**src/rtl/m_ext_seq.sv**
```systemverilog
// m_ext_seq: multi-cycle RV32M sequencer (shift-add multiply, restoring divide)
module m_ext_seq #(
  parameter int XLEN = 32
) (
  input  logic            clk_i,
  input  logic            rst_n_i,
  input  logic            start_i,
  input  logic [2:0]      funct3_i,
  input  logic [XLEN-1:0] rs1_i,
  input  logic [XLEN-1:0] rs2_i,
  input  logic            flush_i,
  output logic            stall_o,
  output logic            busy_o,
  output logic            done_o,
  output logic [XLEN-1:0] result_o
);
  localparam int CW = $clog2(XLEN);
  localparam logic [CW-1:0] LAST = CW'(XLEN - 1);
  typedef enum logic [1:0] {S_IDLE, S_CALC, S_FIX, S_DONE} state_t;
  state_t r_state, w_next;
  logic [2:0] r_f3;
  logic [XLEN-1:0] r_a, r_b, r_result;
  logic r_neg, r_sa;
  logic [CW-1:0] r_cnt;
  logic [2*XLEN-1:0] r_acc;
  logic w_go, w_sa, w_sb, w_zero, w_ovf, w_fast;
  logic [XLEN-1:0] w_abs_a, w_abs_b, w_fast_res, w_quo, w_rem, w_fix_res;
  logic [XLEN:0] w_msum, w_part, w_trial;
  logic [2*XLEN-1:0] w_mul_next, w_div_next, w_prod;
  // MULH and DIV/REM treat both operands as signed, MULHSU only rs1
  assign w_sa = funct3_i[2] ? ~funct3_i[0] & rs1_i[XLEN-1]
                            : (funct3_i[1:0] == 2'b01 || funct3_i[1:0] == 2'b10) & rs1_i[XLEN-1];
  assign w_sb = funct3_i[2] ? ~funct3_i[0] & rs2_i[XLEN-1]
                            : (funct3_i[1:0] == 2'b01) & rs2_i[XLEN-1];
  assign w_abs_a = w_sa ? -rs1_i : rs1_i;
  assign w_abs_b = w_sb ? -rs2_i : rs2_i;
  assign w_go = start_i & (r_state == S_IDLE) & ~flush_i;
  assign w_zero = rs2_i == '0;
  assign w_ovf = funct3_i[2] & ~funct3_i[0] & (rs1_i == {1'b1, {(XLEN-1){1'b0}}}) & (&rs2_i);
  assign w_fast = funct3_i[2] & (w_zero | w_ovf);
  // divide-by-zero: q=~0, r=rs1; overflow: q=rs1 (0x80..0), r=0
  assign w_fast_res = w_zero ? (funct3_i[1] ? rs1_i : '1) : (funct3_i[1] ? '0 : rs1_i);
  // multiply step: acc = {hi, multiplier}; add multiplicand into hi, shift right
  assign w_msum = {1'b0, r_acc[2*XLEN-1:XLEN]} + (r_acc[0] ? {1'b0, r_a} : '0);
  assign w_mul_next = {w_msum, r_acc[XLEN-1:1]};
  // divide step: acc = {rem, quo}; shift left, trial-subtract divisor
  assign w_part = {r_acc[2*XLEN-1:XLEN], r_acc[XLEN-1]};
  assign w_trial = w_part - {1'b0, r_b};
  assign w_div_next = w_trial[XLEN] ? {w_part[XLEN-1:0], r_acc[XLEN-2:0], 1'b0}
                                    : {w_trial[XLEN-1:0], r_acc[XLEN-2:0], 1'b1};
  assign w_prod = r_neg ? -r_acc : r_acc;
  assign w_quo = r_neg ? -r_acc[XLEN-1:0] : r_acc[XLEN-1:0];
  assign w_rem = r_sa ? -r_acc[2*XLEN-1:XLEN] : r_acc[2*XLEN-1:XLEN];
  assign w_fix_res = r_f3[2] ? (r_f3[1] ? w_rem : w_quo)
                             : (r_f3[1:0] == 2'b00 ? w_prod[XLEN-1:0] : w_prod[2*XLEN-1:XLEN]);
  assign stall_o = w_go | (r_state == S_CALC) | (r_state == S_FIX);
  assign busy_o = r_state != S_IDLE;
  assign done_o = r_state == S_DONE;
  assign result_o = r_result;
  // next-state: flush aborts CALC/FIX, DONE always returns to IDLE
  always_comb begin
    w_next = r_state;
    case (r_state)
      S_IDLE: w_next = w_go ? (w_fast ? S_DONE : S_CALC) : S_IDLE;
      S_CALC: w_next = flush_i ? S_IDLE : (r_cnt == LAST ? S_FIX : S_CALC);
      S_FIX:  w_next = flush_i ? S_IDLE : S_DONE;
      default: w_next = S_IDLE;
    endcase
  end
  // state register
  always_ff @(posedge clk_i or negedge rst_n_i) begin
    if (!rst_n_i) r_state <= S_IDLE;
    else r_state <= w_next;
  end
  // operand capture, iteration datapath and result register
  always_ff @(posedge clk_i or negedge rst_n_i) begin
    if (!rst_n_i) begin
      r_f3 <= '0;
      r_a <= '0;
      r_b <= '0;
      r_neg <= 1'b0;
      r_sa <= 1'b0;
      r_cnt <= '0;
      r_acc <= '0;
      r_result <= '0;
    end else begin
      if (w_go) begin
        r_f3 <= funct3_i;
        r_a <= w_abs_a;
        r_b <= w_abs_b;
        r_neg <= w_sa ^ w_sb;
        r_sa <= w_sa;
        r_cnt <= '0;
        r_acc <= {{XLEN{1'b0}}, funct3_i[2] ? w_abs_a : w_abs_b};
        if (w_fast) r_result <= w_fast_res;
      end
      if (r_state == S_CALC) begin
        r_cnt <= r_cnt + 1'b1;
        r_acc <= r_f3[2] ? w_div_next : w_mul_next;
      end
      if (r_state == S_FIX && !flush_i) r_result <= w_fix_res;
    end
  end
endmodule

```
**config.mk**
```make
export PLATFORM = sky130hd
export DESIGN_NAME = m_ext_seq
export DESIGN_NICKNAME = d
export VERILOG_FILES = /design/src/rtl/m_ext_seq.sv
export SDC_FILE = /design/constraint.sdc
export NUM_CORES = 1
export LEC_CHECK = 0
export BUFFER_PORTS_ARGS = -buffer_cell sky130_fd_sc_hd__buf_2
export CORE_ASPECT_RATIO = 0.5
export CORE_MARGIN = 2
export CORE_UTILIZATION = 40
export CTS_CLUSTER_SIZE = 10
export DETAILED_ROUTE_END_ITERATION = 12
export PLACE_DENSITY_LB_ADDON = 0.12
export SLEW_MARGIN = 20
export SYNTH_ARGS = -nofsm -noshare
export SYNTH_HDL_FRONTEND = slang
export SYNTH_SLANG_ARGS = --single-unit
export TNS_END_PERCENT = 10
```
**constraint.sdc**
```tcl
create_clock -name clk_i -period 5.5 [get_ports clk_i]
set_input_delay 0.275 -clock clk_i [delete_from_list [all_inputs] [get_ports clk_i]]
set_output_delay 0.275 -clock clk_i [all_outputs]
set_load 0.05 [all_outputs]
```
# == Yosys cells after proc, flatten, opt, wreduce, memory -nomap -nowiden ==
# Cells that the tools add are included.
# word_totals
ff_bits,172
in_bits,71
out_inout_bits,35
# classes
n_addsub,8
n_eq_ne,7
n_mux,30
bitwise_logic,16
reduce_logical,12
# op_table
operator,count
$mux W32,15
$mux W64,5
$neg A32 Y32,4
$neg A64 Y64,1
$add A32 B32 Y33,1
$sub A33 B32 Y33,1
$eq A32 B32 Y1 const B,1
$logic_not A32 Y1,1
$reduce_and A32 Y1,1
$and A1 B1 Y1,10
$mux W2,5
$mux W5,2
$reduce_bool A2 Y1,4
$eq A2 B2 Y1 const B,3
$pmux W2 S3,1
$add A5 B1 Y5 const B,1
$eq A5 B5 Y1 const B,1
$eq A2 B1 Y1 const B,2
$logic_not A2 Y1,2
$or A1 B1 Y1,3
$mux W1,2
$not A1 Y1,2
$reduce_and A2 Y1,1
$logic_and A1 B1 Y1,1
other kinds (3),3

# == Longest topological paths before layout ==
# Gate-level depths: netlist of the first run.
# depth
ltp_word,9
depth_mapped,15

# == Least setup slack after synthesis of the first run ==
# OpenSTA, ideal clock, no wires.
# synth_path
path_kind,register to register
from,register r_acc[0]
to,register r_acc[62]
setup_ns,0.066
arrival_time_ns,3.268
setup_slack_ns,2.165
stages_incl_launch_ff,14
path_buffers,2
synth_period_minus_slack_ns,3.335
cell_sequence,dfrtp_1 clkbuf_1 clkbuf_1 and2_1 ha_1 a21oi_1 o21ai_0 a2111oi_0 a211oi_1 o21ai_0 a311oi_1 or4b_2 nand3_1 and3_1
# synth_between
elab_chain_len,4
# synth_lines
element,line,text
from (decl),25,logic [2*XLEN-1:0] r_acc;
from (signal assigned),94,"r_acc <= {{XLEN{1'b0}}, funct3_i[2] ? w_abs_a : w_abs_b};"
from (signal assigned),99,r_acc <= r_f3[2] ? w_div_next : w_mul_next;
$mux W32,44,"assign w_msum = {1'b0, r_acc[2*XLEN-1:XLEN]} + (r_acc[0] ? {1'b0, r_a} : '0);"
$add A32 B32 Y33,44,
$mux W64,99,
$mux W64,97,if (r_state == S_CALC) begin
# No other way between the ends.
# A chain may end at the register's enable or synchronous reset.

# == Worst setup path in the final report of the first run ==
# Ends and elaborated chain as after synthesis.

==> metrics.md, run 1 <==
| Metric | Value |
|---|---|
| Clk buf depth | 2 |
| Final #Nets | 2,268 |
| Wire per inst | 23.6 microns |
| Power share of the combinational group | 58.4% |
| CTS root buffer | clkbuf_16 |
| CTS Buf Count | 17 |
| Top cells by area, synth | dfrtp_1 (27%), o21ai_0 (7.0%), nand2_1 (6.2%) |
| Post-DR vias/cell | 6.13 |
| Clock latency on the worst-skew pair | 460 ps |
| Area of the mapped netlist | 16,100 sq um |
| Most frequent cell after synthesis | nand2_1 |
| Hpwl dp | 47.6 mm |
| Starting density of the core | 41.0% |
| Net Switching | 4270 uW |
| RSZ-0062 raised after global routing | no |
| Crit. End Element | register |
| Die area | 41,900 sq um |
| Final setup vio count | 0 |
| Core Footprint | 39,200 sq um |
| Crit start category | register |
| GRT Residual Overflow | 0 |
| Synth async-reset ratio | 100% |
| Fmax | 249 MHz |
| Sink Count | 172 |
| Clk slew on worst S/H paths | 70 ps |
| Top cell type by total area after synthesis | dfrtp_1 |
| P_leak | 0.00727 uW |
| Post CTS Setup Buffer Count | 0 |
| Number of synthesized flops with an enable pin | 0 |
| # H-tree levels | 4 |
| Top cell type's share of synthesized area | 26.8% |
| Total GRT Usage | 29.7% |
| Die H | 146 microns |
| Final worst path period share | 73.1% |
| Vias | 16,300 |
| Register bit total from synthesis | 172 |
| Hold crit path type | in2reg |
| I/O Buffers | 105 |
| Internal Power | 4130 uW |
| Syn-to-layout area delta | 9.75% |
| Ratio of cells with drive above 1 in the final layout | 10.3% |
| Setup TNS | 0 ps |
| Worst-margin pin slew | 1120 ps |
| Synth top cells by count | nand2_1 (266), o21ai_0 (226), dfrtp_1 (172) |
| Post-layout min period | 4020 ps |
| Vias in the first global route | 14,700 |
| Power share of the clock group | 15.3% |
| Post-route DRC | 0 |
| Pin count of the biggest net entering global routing | 124 |
| Sequential cell fraction of total power | 26.3% |
| Final hold vios | 0 |
| Syn nets | 2,260 |
| TritonCTS clock tree | yes |
| Status | finished clean |
| Post-DRT Antenna Nets | 0 |
| IO Count | 106 |
| Global-route wire length before repair | 94.1 mm |
| Synth unique cells | 82 |
| Cell count after synthesis | 2,115 |
| Register area share after synthesis | 26.8% |
| Crit Path Class | reg2reg |
| Peak supply drop | 0.000226 V |
| Number of instances in the placed design | 2,633 |
| Syn. warnings | 0 |
| Critical Path AT | 4410 ps |
| Final cell count without fillers | 2,668 |
| Slew Viols, Final | 0 |
| DRT iter0 DRCs | 1,982 |
| Slew HR | 24.6% |
| Die Width | 288 microns |
| Worst Clk Skew | 14.9 ps |
| Site Rows | 51 |
| Power per cell area | 475 nW/um^2 |
| Fillers | 4,015 |
| CP Data Required Time | 5890 ps |
| DRT Wirelength | 63.0 mm |
| RePlAce Congestion | 0.952 |
| Sw Share | 50.8% |
| Critical path fanouts, max | 36 |
| Antenna violations before repair | 1 |
| Main flop type after synthesis | dfrtp_1 |
| DRT Pass-1 Iters | 6 |
| Mapped Avg Cell Area | 7.61 sq um |
| Max Cap Viol | 0 |
[cell usage in the layout (no fill, tap or decap), types with 29 or more instances in the layout]
cell        n
o21ai_0   226
inv_1      51
nand2_1   266
xor2_1    105
nor3_1     29
buf_4      42
o31ai_1    30
a211oi_1   78
and2_1     36
nor2_1    168
dfrtp_1   170
a21oi_1   164
nand3_1    38
ha_1       72
mux2i_1    48
buf_2     104
xnor2_1    87
[final timing paths]
kind	startpoint	to	slack, ps	depth (start not counted)
max	r_acc[0]	r_acc[62]	1480	12
min	flush_i	r_state[0]	90	2
min reg2reg	r_a[31]	r_a[31]	480	2
max reg2reg	r_acc[0]	r_acc[62]	1480	12
max in group asynchronous	rst_n_i	r_acc[39]	4030	3
min in group asynchronous	rst_n_i	result_o[4]	320	2
[sequential cells by signal, summed over array words and instances (netlist names)]
signal	count
r_sa	1
result_o	32
r_cnt	5
r_b	32
r_neg	1
r_state	2
r_a	32
r_acc	64
r_f3	3
[cell type report]
type | count | area (sq um) | area share, %
Sequential cell | 172 | 4310 | 24.4
Clock inverter | 13 | 140 | 0.794
Antenna cell | 2 | 5.00 | 0.0283
Multi-Input combinational cell | 1731 | 11000 | 62.4
Inverter | 52 | 195 | 1.11
Clock buffer | 19 | 453 | 2.57
Timing Repair Buffer | 149 | 880 | 4.98
Tap cell | 530 | 663 | 3.76
[critical path, stage by stage (launching register included)]
cell	delay (ps)
dfrtp_1	910
nand2_1	210
inv_1	110
ha_1	240
a211oi_1	220
o21ai_0	290
o2111ai_1	410
a211oi_1	180
o21ai_0	280
a311oi_1	200
or4b_2	670
nand3_1	80
and3_1	140
[power by group through the flow]
stage          sequential (uW)  combinational (uW)  clock [uW]
6_report                  2210                4900        1280
5_1_grt                   2240                5380        1360
4_1_cts                   2170                4810        1310
3_5_place_dp              2190                4770           0
3_3_place_gp              2190                4790           0
2_1_floorplan             1930                3570           0
[per-layer routing]
metal	global-route usage, %	routed length [microns]	up-vias
met5	0	7	-
met4	6.80	1060	2
met3	8.06	7130	64
met2	39.1	24400	733
met1	46.6	30500	7873
li1	-	-	7675
[through the flow]
| step | util, % | setup slack [ps] | hold WS [ps] | power, uW | instance area (sq um) |
|---|---|---|---|---|---|
| finish | 45.0 | 1480 | 90.1 | 8400 | 17700 |
| global route | 45.0 | 1110 | 82.9 | 8980 | 17700 |
| CTS | 45.0 | 1520 | 68.6 | 8290 | 17700 |
| detailed placement | 43.4 | 1530 | 268 | 6970 | 17100 |
| global placement | 43.4 | 1610 | 263 | 6980 | 17100 |
| floorplan | - | 2170 | -20.6 | 5500 | 16100 |
[cell families after synthesis]
logic type	synth area share, %
simple gates	20.6
fa+ha+maj	5.97
buf+inv	5.16
xor+xnor	10.6
flops	26.8
mux	3.06
compound gates	27.9
[repair_timing]
| action | in CTS | in global routing |
|---|---|---|
| endpoints found under the hold margin | 49 | 0 |
| hold buffers | 1 | 0 |
| resized for setup | 0 | 0 |
(Power assumes the default switching activity.)
==> run 2: changes to the inputs <==
- clock period: 5.5 -> 4.15 ns (I/O delays scaled with it)
==> metrics.md, run 2 (synthesized netlist as in run 1, its figures left out) <==
| Metric | Value |
|---|---|
| Final worst path period share | 91.6% (+19 points) |
| # H-tree levels | 4 (unchanged) |
| DR top layer | met5 |
| Peak supply drop | 0.000346 V (+53%) |
| IO Count | 106 (unchanged) |
| Core Footprint | 39,200 sq um (unchanged) |
| Post-layout min period | 3800 ps (-218 ps) |
| Final Cell Area | 18,000 sq um (+1.7%) |
| Max Cap Viol | 0 (unchanged) |
| CTS root buffer | clkbuf_16 |
| TritonCTS clock tree | yes |
| Critical Path AT | 4120 ps (-290 ps) |
| WL met2 | 23.7 mm (-2.9%) |
| Max FFs per register | 64 (unchanged) |
| Commonest non-fill, non-tap cell in the layout | nand2_1 |
| GRT Residual Overflow | 0 (unchanged) |
| Final #Nets | 2,303 (+1.5%) |
| Critical path fanouts, max | 18 (-50%) |
| R2r startpoint | r_acc[31] |
| Crit Path Class | reg2reg |
| Starting density of the core | 41.0% (unchanged) |
| Clock latency on the worst-skew pair | 470 ps (about the same) |
| Pwr Total | 11,500 uW (+37%) |
| Final setup vio count | 0 (unchanged) |
| RePlAce Congestion | 0.965 (+1.3%) |
| DR WL met3 | 6.39 mm (-10%) |
| Hold crit path type | in2reg |
| Vias | 16,500 (+1.1%) |
| Die H | 146 microns (unchanged) |
| I/O Buffers | 105 (unchanged) |
| Global-route wire length before repair | 95.0 mm (+1.0%) |
| Post-DRT Antenna Nets | 0 (unchanged) |
| CP Data Required Time | 4470 ps (-1420 ps) |
| Cell area after placement | 17,300 sq um (+1.5%) |
| Crit. End Element | register |
| Worst Clk Skew | 19.9 ps (+5.05 ps) |
| Final hold vios | 0 (unchanged) |
| Hold Path Depth | 3 (+1) |
| Setup TNS | 0 ps (unchanged) |
| Slew HR | 38.3% (+14 points) |
| Total GRT Usage | 29.8% (+0.11 points) |
| Syn-to-layout area delta | 11.6% |
| Sink Count | 172 (unchanged) |
| Post CTS Setup Buffer Count | 0 (unchanged) |
| Antenna violations before repair | 2 (+1) |
| Metal-1 WL | 32.0 mm (+5.0%) |
| CP Launch Point | r_acc[31] |
| Power per cell area | 640 nW/um^2 (+35%) |
| Clk buf depth | 2 (unchanged) |
| Top reg by flops | r_acc |
| CTS Buf Count | 17 (unchanged) |
| RSZ-0062 raised after global routing | no |
| Ratio of cells with drive above 1 in the final layout | 11.7% (+1.4 points) |
| Crit start category | register |
| Wire per inst | 23.3 microns (-1.5%) |
| Post-route DRC | 0 (unchanged) |
| Fmax | 263 MHz (+5.7%) |
| DRT Wirelength | 62.9 mm (-0.18%) |
| P_leak | 0.00745 uW (+2.5%) |
| Post-DR vias/cell | 6.11 (-0.23%) |
| DRT iter0 DRCs | 1,953 (-1.5%) |
| Hpwl dp | 48.2 mm (+1.3%) |
| Clk slew on worst S/H paths | 80 ps (about the same) |
| Die area | 41,900 sq um (unchanged) |
| Commonest non-fill, non-tap cells in the layout | nand2_1 (266), o21ai_0 (226), dfrtp_1 (170) |
| DRT Pass-1 Iters | 5 (-1) |
| Site Rows | 51 (unchanged) |
| Hold_sp | funct3_i[0] |
| Slew Viols, Final | 0 (unchanged) |
| Vias in the first global route | 14,900 (+1.3%) |
| Resize count post-CTS | 0 (unchanged) |
| Die Width | 288 microns (unchanged) |
| Worst reg2reg path depth | 13 (+1) |
| Status | finished clean |
| # hold bufs at CTS | 2 (+1) |
| Worst-margin pin slew | 926 ps (-190 ps) |
| Pin count of the biggest net entering global routing | 92 (-26%) |
[run 2: per-stage QoR]
| stage | std cells | worst slack, ps | hold WS, ps | utilization [%] |
|---|---|---|---|---|
| after floorplan | 2115 | 815 | -88.1 | - |
| after global placement | 2667 | 526 | 335 | 44.1 |
| after detailed placement | 2667 | 432 | 331 | 44.1 |
| after CTS | 2701 | 400 | 86.8 | 45.7 |
| after global routing | 2701 | 40.3 | 108 | 45.7 |
| final | 2704 | 350 | 123 | 45.7 |
[run 2: cell type report]
cell class	instances	area, sq um
Inverter	52	195
Clock inverter	14	183
Multi-Input combinational cell	1731	11000
Fill cell	4019	21300
Tap cell	530	663
Sequential cell	172	4310
Clock buffer	18	439
Timing Repair Buffer	184	1140
Antenna cell	3	7.51
[run 2: metal layers]
| metal | up-vias | track usage [%] |
|---|---|---|
| met5 | - | 0 |
| met4 | 2 | 5.65 |
| met2 | 763 | 38.1 |
| li1 | 7728 | - |
| met1 | 7982 | 49.2 |
| met3 | 55 | 6.27 |
[run 2: critical path, cell delays in order, from the launching register on]
cell and delay, ps:
dfrtp_1 450, inv_1 110, ha_1 240, fa_1 410
nor2b_1 240, o31ai_1 140, a41oi_1 390, a211oi_1 140
buf_4 180, o21ai_1 390, xor2_2 300, buf_4 340
mux2i_1 220, o21ai_0 80
[run 2: worst paths after layout]
check / slack [ps] / endpoint
max: 350 / r_acc[43]
min: 120 / r_f3[0]
max reg2reg: 350 / r_acc[43]
min reg2reg: 480 / r_a[30]
max in group asynchronous: 2740 / r_acc[29]
min in group asynchronous: 350 / result_o[4]
[run 2: where the power goes]
part / total (uW) / switching, uW / internal (uW)
clock network: 1800 / 821 / 979
registers: 2730 / 644 / 2090
logic: 6960 / 4330 / 2630
